$ cat src/rtl/leaf_stream_fifo.sv
// leaf_stream_fifo: first-word-fall-through valid/ready buffer with occupancy and transfer counter
//   clk, rst              single clock, synchronous active-high reset
//   in_valid/in_ready     upstream handshake, in_data payload
//   out_valid/out_ready   downstream handshake, out_data is the head word
//   count, full, empty    occupancy 0..DEPTH and its derived flags
//   xfer_count            completed output transfers, wraps modulo 2^CNT_W
module leaf_stream_fifo #(
    parameter int DATA_W = 8,
    parameter int DEPTH  = 4,
    parameter int CNT_W  = 16
) (
    input  logic                     clk,
    input  logic                     rst,
    input  logic                     in_valid,
    output logic                     in_ready,
    input  logic [DATA_W-1:0]        in_data,
    output logic                     out_valid,
    input  logic                     out_ready,
    output logic [DATA_W-1:0]        out_data,
    output logic [$clog2(DEPTH):0]   count,
    output logic                     full,
    output logic                     empty,
    output logic [CNT_W-1:0]         xfer_count
);
    localparam int AW = $clog2(DEPTH);

    logic [DATA_W-1:0] mem [DEPTH];
    logic [AW-1:0]     rd_ptr, wr_ptr;
    logic              push, pop;

    assign full      = count == (AW+1)'(DEPTH);
    assign empty     = count == '0;
    // rst gating keeps upstream from handing over a word that the reset edge would discard
    assign in_ready  = !full && !rst;
    assign out_valid = !empty;
    assign out_data  = mem[rd_ptr];
    assign push      = in_valid && in_ready;
    assign pop       = out_valid && out_ready;

    // storage is never cleared; push is already blocked while rst is high
    always_ff @(posedge clk)
        if (push) mem[wr_ptr] <= in_data;

    always_ff @(posedge clk) begin
        if (rst) begin
            rd_ptr     <= '0;
            wr_ptr     <= '0;
            count      <= '0;
            xfer_count <= '0;
        end else begin
            if (push) wr_ptr <= wr_ptr + 1'b1;
            if (pop) begin
                rd_ptr     <= rd_ptr + 1'b1;
                xfer_count <= xfer_count + 1'b1;
            end
            count <= count + {{AW{1'b0}}, push} - {{AW{1'b0}}, pop};
        end
    end
endmodule

$ cat config.mk
export PLATFORM = sky130hd
export DESIGN_NAME = leaf_stream_fifo
export DESIGN_NICKNAME = d
export VERILOG_FILES = /design/src/rtl/leaf_stream_fifo.sv
export SDC_FILE = /design/constraint.sdc
export NUM_CORES = 1
export LEC_CHECK = 0
export CORE_MARGIN = 8
export CORE_UTILIZATION = 34
export CTS_CLUSTER_DIAMETER = 200
export DETAILED_ROUTE_END_ITERATION = 8
export GPL_ROUTABILITY_DRIVEN = 0
export PLACE_DENSITY_LB_ADDON = 0.25
export RECOVER_POWER = 100
export REMOVE_ABC_BUFFERS = 1
export SETUP_SLACK_MARGIN = 0.5
export SLEW_MARGIN = 20
export SYNTH_ARGS = -nofsm -noshare
export SYNTH_HDL_FRONTEND = slang
export SYNTH_SLANG_ARGS = --single-unit
$ cat constraint.sdc
create_clock -name clk -period 2.9 [get_ports clk]
set_input_delay 0.435 -clock clk [delete_from_list [all_inputs] [get_ports clk]]
set_output_delay 0.435 -clock clk [all_outputs]
set_load 0.02 [all_outputs]
==> summary.txt <==
Outcome
  • Status: finished, final reports clean

Synth
  • Mux contribution to synthesized area: 8.57%
  • Mean Syn Cell Area: 13.7 sq um
  • Async S/R FF share, synth: 0%
  • Post-synthesis adder-cell area fraction: 4.58%
  • EDFF count, synth: 32
  • Post-Synth XOR/XNOR Area: 5.59%
  • #FFs+latches synth: 57
  • Leading cell types by count after synthesis: edfxtp_1 (32), dfxtp_1 (25), nor2_1 (20), xnor2_1 (9), mux4_2 (8)
  • Fraction of the mapped netlist area in simple logic gates: 14.2%
  • Gate Count Post-Synth: 172
  • Synth Area in Compound Gates: 2.77%
  • Count leader, synth: edfxtp_1
  • Leading area contributor after synthesis: edfxtp_1
  • Largest family of logic cells by synthesized area: simple AND/OR/NAND/NOR gates
  • Synth Cell Area: 0.00235 sq mm
  • Netlist cell types: 35
  • Ys Warns: 0
  • Register area share after synthesis: 62.2%
  • Yosys top cell area share: 40.9%
  • Ys flop type: edfxtp_1
  • Synth top area cells: edfxtp_1 (41%), dfxtp_1 (21%), mux4_2 (7.7%)

Detailed routing
  • DR vias: 1461
  • Drc violations: 0
  • Routed wire length: 4.40 mm
  • Initial DRT Pass Iterations: 4
  • Post-DRT Antenna Nets: 0
  • Avg WL per Cell: 14.3 um
  • Vias/cell: 4.76
  • DRT iter0 DRCs: 98

Setup path
  • Worst EP required: 2.47 ns
  • Crit. End Element: output pin
  • Worst path bufs/invs: 1
  • FF-to-FF setup slack: 0.63 ns
  • Slowest cell delay on critical path: 0.77 ns
  • CP Max Fanout: 10
  • Slowest cell on crit path: dlygate4sd3_1
  • Arrival time at the worst endpoint: 2.03 ns
  • Crit path launch type: flip-flop
  • Reg2reg start: count[2]$_SDFF_PP0_
  • Worst-path cell chain: nor3_2, dlygate4sd3_1
  • Worst flop-to-flop path endpoint: count[2]$_SDFF_PP0_
  • R2r worst-path depth: 11
  • CP delay by family, top: buffers and inverters
  • Critical Setup Path Class: reg -> out
  • CP startpoint: count[2]$_SDFF_PP0_

Die
  • Core area: 0.00676 sq mm
  • Chip width: 99.1 um
  • I/O pin cnt: 43
  • Die ar.: 0.00983 sq mm
  • Die Ht: 99.1 um
  • Initial core utilization: 34.8%
  • # rows: 30

Clock tree
  • CTS clk-pin slew, worst paths: 0.07 ns
  • Worst-Skew Late Latency: 0.33 ns
  • # Post-CTS Setup Buffers: 0
  • CTS tree: done
  • CTS root buf: clkbuf_8
  • Clock tree sinks: 57
  • Clock buffers created by TritonCTS: 9
  • H-tree levels: 3
  • Clock Path Buffers: 2

Global route
  • Largest net degree at the start of global routing: 28
  • First-pass GRT wire length: 7.34 mm
  • Initial antenna violation count: 0
  • Overflow after GRT: 0
  • Global Route Usage Sum: 9.54%
  • Vias in the first global route: 1461

Finish
  • # nets final: 242
  • Area Overhead vs Synth: 28.3%
  • Design area: 0.00302 sq mm
  • Fill cell count: 626
  • Layout cells sized above 1: 12.8%
  • Antenna diode count: 0

Hold path
  • Min-delay src: xfer_count[14]$_SDFFE_PP0P_
  • Worst hold path type: reg -> reg
  • Hold endpoint: xfer_count[14]$_SDFFE_PP0P_
  • Hold path cells: 2

Placed design
  • HPWL after detailed placement: 2.98 mm
  • # port buffers: 42
  • Cell Area, Placed: 0.00287 sq mm

STA
  • Setup violators final: 0
  • Tightest Pin Transition: 0.634 ns
  • Period minus WS final: 2.46 ns
  • RSZ-0062 raised after global routing: no
  • Achievable Freq: 406 MHz
  • Max Slew Vio Count: 0
  • Tcrit/Tclk final: 84.8%
  • Worst Clk Skew: 0.00847 ns
  • Slew HR: 57.7%
  • Setup tns final: 0 ns
  • Final Hold Viols: 0

Flow run
  • Max Cap Violations: 0

Power and ir drop
  • Lkg Pwr: 1.07 nW
  • Pwr dens: 741 mW/mm^2
  • Maximum vdd drop: 414 uV
## worst register-to-register path: cells and delay by family, from the launching register on
family                   cells  cell delay [ns]
adder cells (fa/ha/maj)      3             0.79
XOR/XNOR                     2             0.31
flip-flops                   1             0.37
AND/OR/NAND/NOR              3             0.51
buffers and inverters        3             0.18
## through the flow
stage	utilization (%)	setup slack, ns	hold WS, ns	cells	power (mW)
2_1_floorplan	-	0.149	0.485	166	1.38
3_3_place_gp	42.5	0.377	0.508	291	1.67
3_5_place_dp	42.5	0.296	0.516	291	1.67
4_1_cts	45.1	0.523	0.526	307	2.32
5_1_grt	44.6	0.310	0.552	307	2.36
6_report	44.6	0.440	0.518	307	2.23
## placed cells by master, fill, tap and decap left out, types with 2 or more instances in the layout
cell type and n:
clkinvlp_4 3, and2_0 4, clkbuf_8 9, clkinv_2 3, nor2b_1 2, o21ai_0 3, nand2_1 7, nor2_1 20
xor2_1 6, or3_1 5, nand4_1 5, mux4_2 8, nor3_1 2, dlygate4sd3_1 39, and4_1 2, ha_1 7
edfxtp_1 32, nand3_1 4, xnor2_1 9, nor3b_1 2, clkbuf_1 2, dfxtp_1 23, clkdlybuf4s50_1 3, a21oi_1 3
nor4_1 3, inv_1 7
## flip-flops by register name, indices dropped and copies added (netlist names), named ones only
register / count
rd_ptr: 2
xfer_count: 16
count: 3
mem: 32
wr_ptr: 2
## cell type report
type / count / area [sq um] / share of cell area, %
Clock inverter: 7 / 46.3 / 1.54
Timing Repair Buffer: 45 / 439 / 14.6
Tap cell: 80 / 100 / 3.32
Sequential cell: 57 / 1470 / 48.6
Inverter: 7 / 26.3 / 0.871
Clock buffer: 9 / 124 / 4.11
Multi-Input combinational cell: 102 / 813 / 27.0
## repair_timing
action | CTS | global route
setup endpoints to repair | 9 | 3
hold buffers | 0 | 0
resized for setup | 3 | 3
## kinds of logic (layout without fill, tap and decap cells)
| kind of cell | count (synthesis) | in the layout |
|---|---|---|
| mux | 10 | 10 |
| simple gates | 59 | 59 |
| flops | 57 | 57 |
| xor+xnor | 15 | 15 |
| compound gates | 10 | 10 |
| buf+inv | 13 | 68 |
| fa+ha+maj | 8 | 8 |
## worst max-delay path by stage
stage,slack [ns],endpoint,cells past startpoint
after floorplan,0.15,count[2]$_SDFF_PP0_,11
after global placement,0.38,count[2]$_SDFF_PP0_,11
after detailed placement,0.30,count[2]$_SDFF_PP0_,11
after CTS,0.52,count[2]$_SDFF_PP0_,11
after global routing,0.31,empty,2
final,0.44,empty,2
## layer usage
| metal | global-route usage (%) | part of all wire (%) |
|---|---|---|
| met1 | 12.2 | 50 |
| met2 | 13.2 | 43 |
| met3 | 4.47 | 5.8 |
| met4 | 4.54 | 1.2 |
| met5 | 0 | 0 |
## where the power goes
group	internal [mW]	switching (mW)	leakage (nW)	total, mW
clock	0.307	0.325	0.0814	0.632
sequential	0.929	0.0920	0.494	1.02
combinational	0.288	0.291	0.499	0.579
No activity file was read; power rests on OpenSTA's default activity.
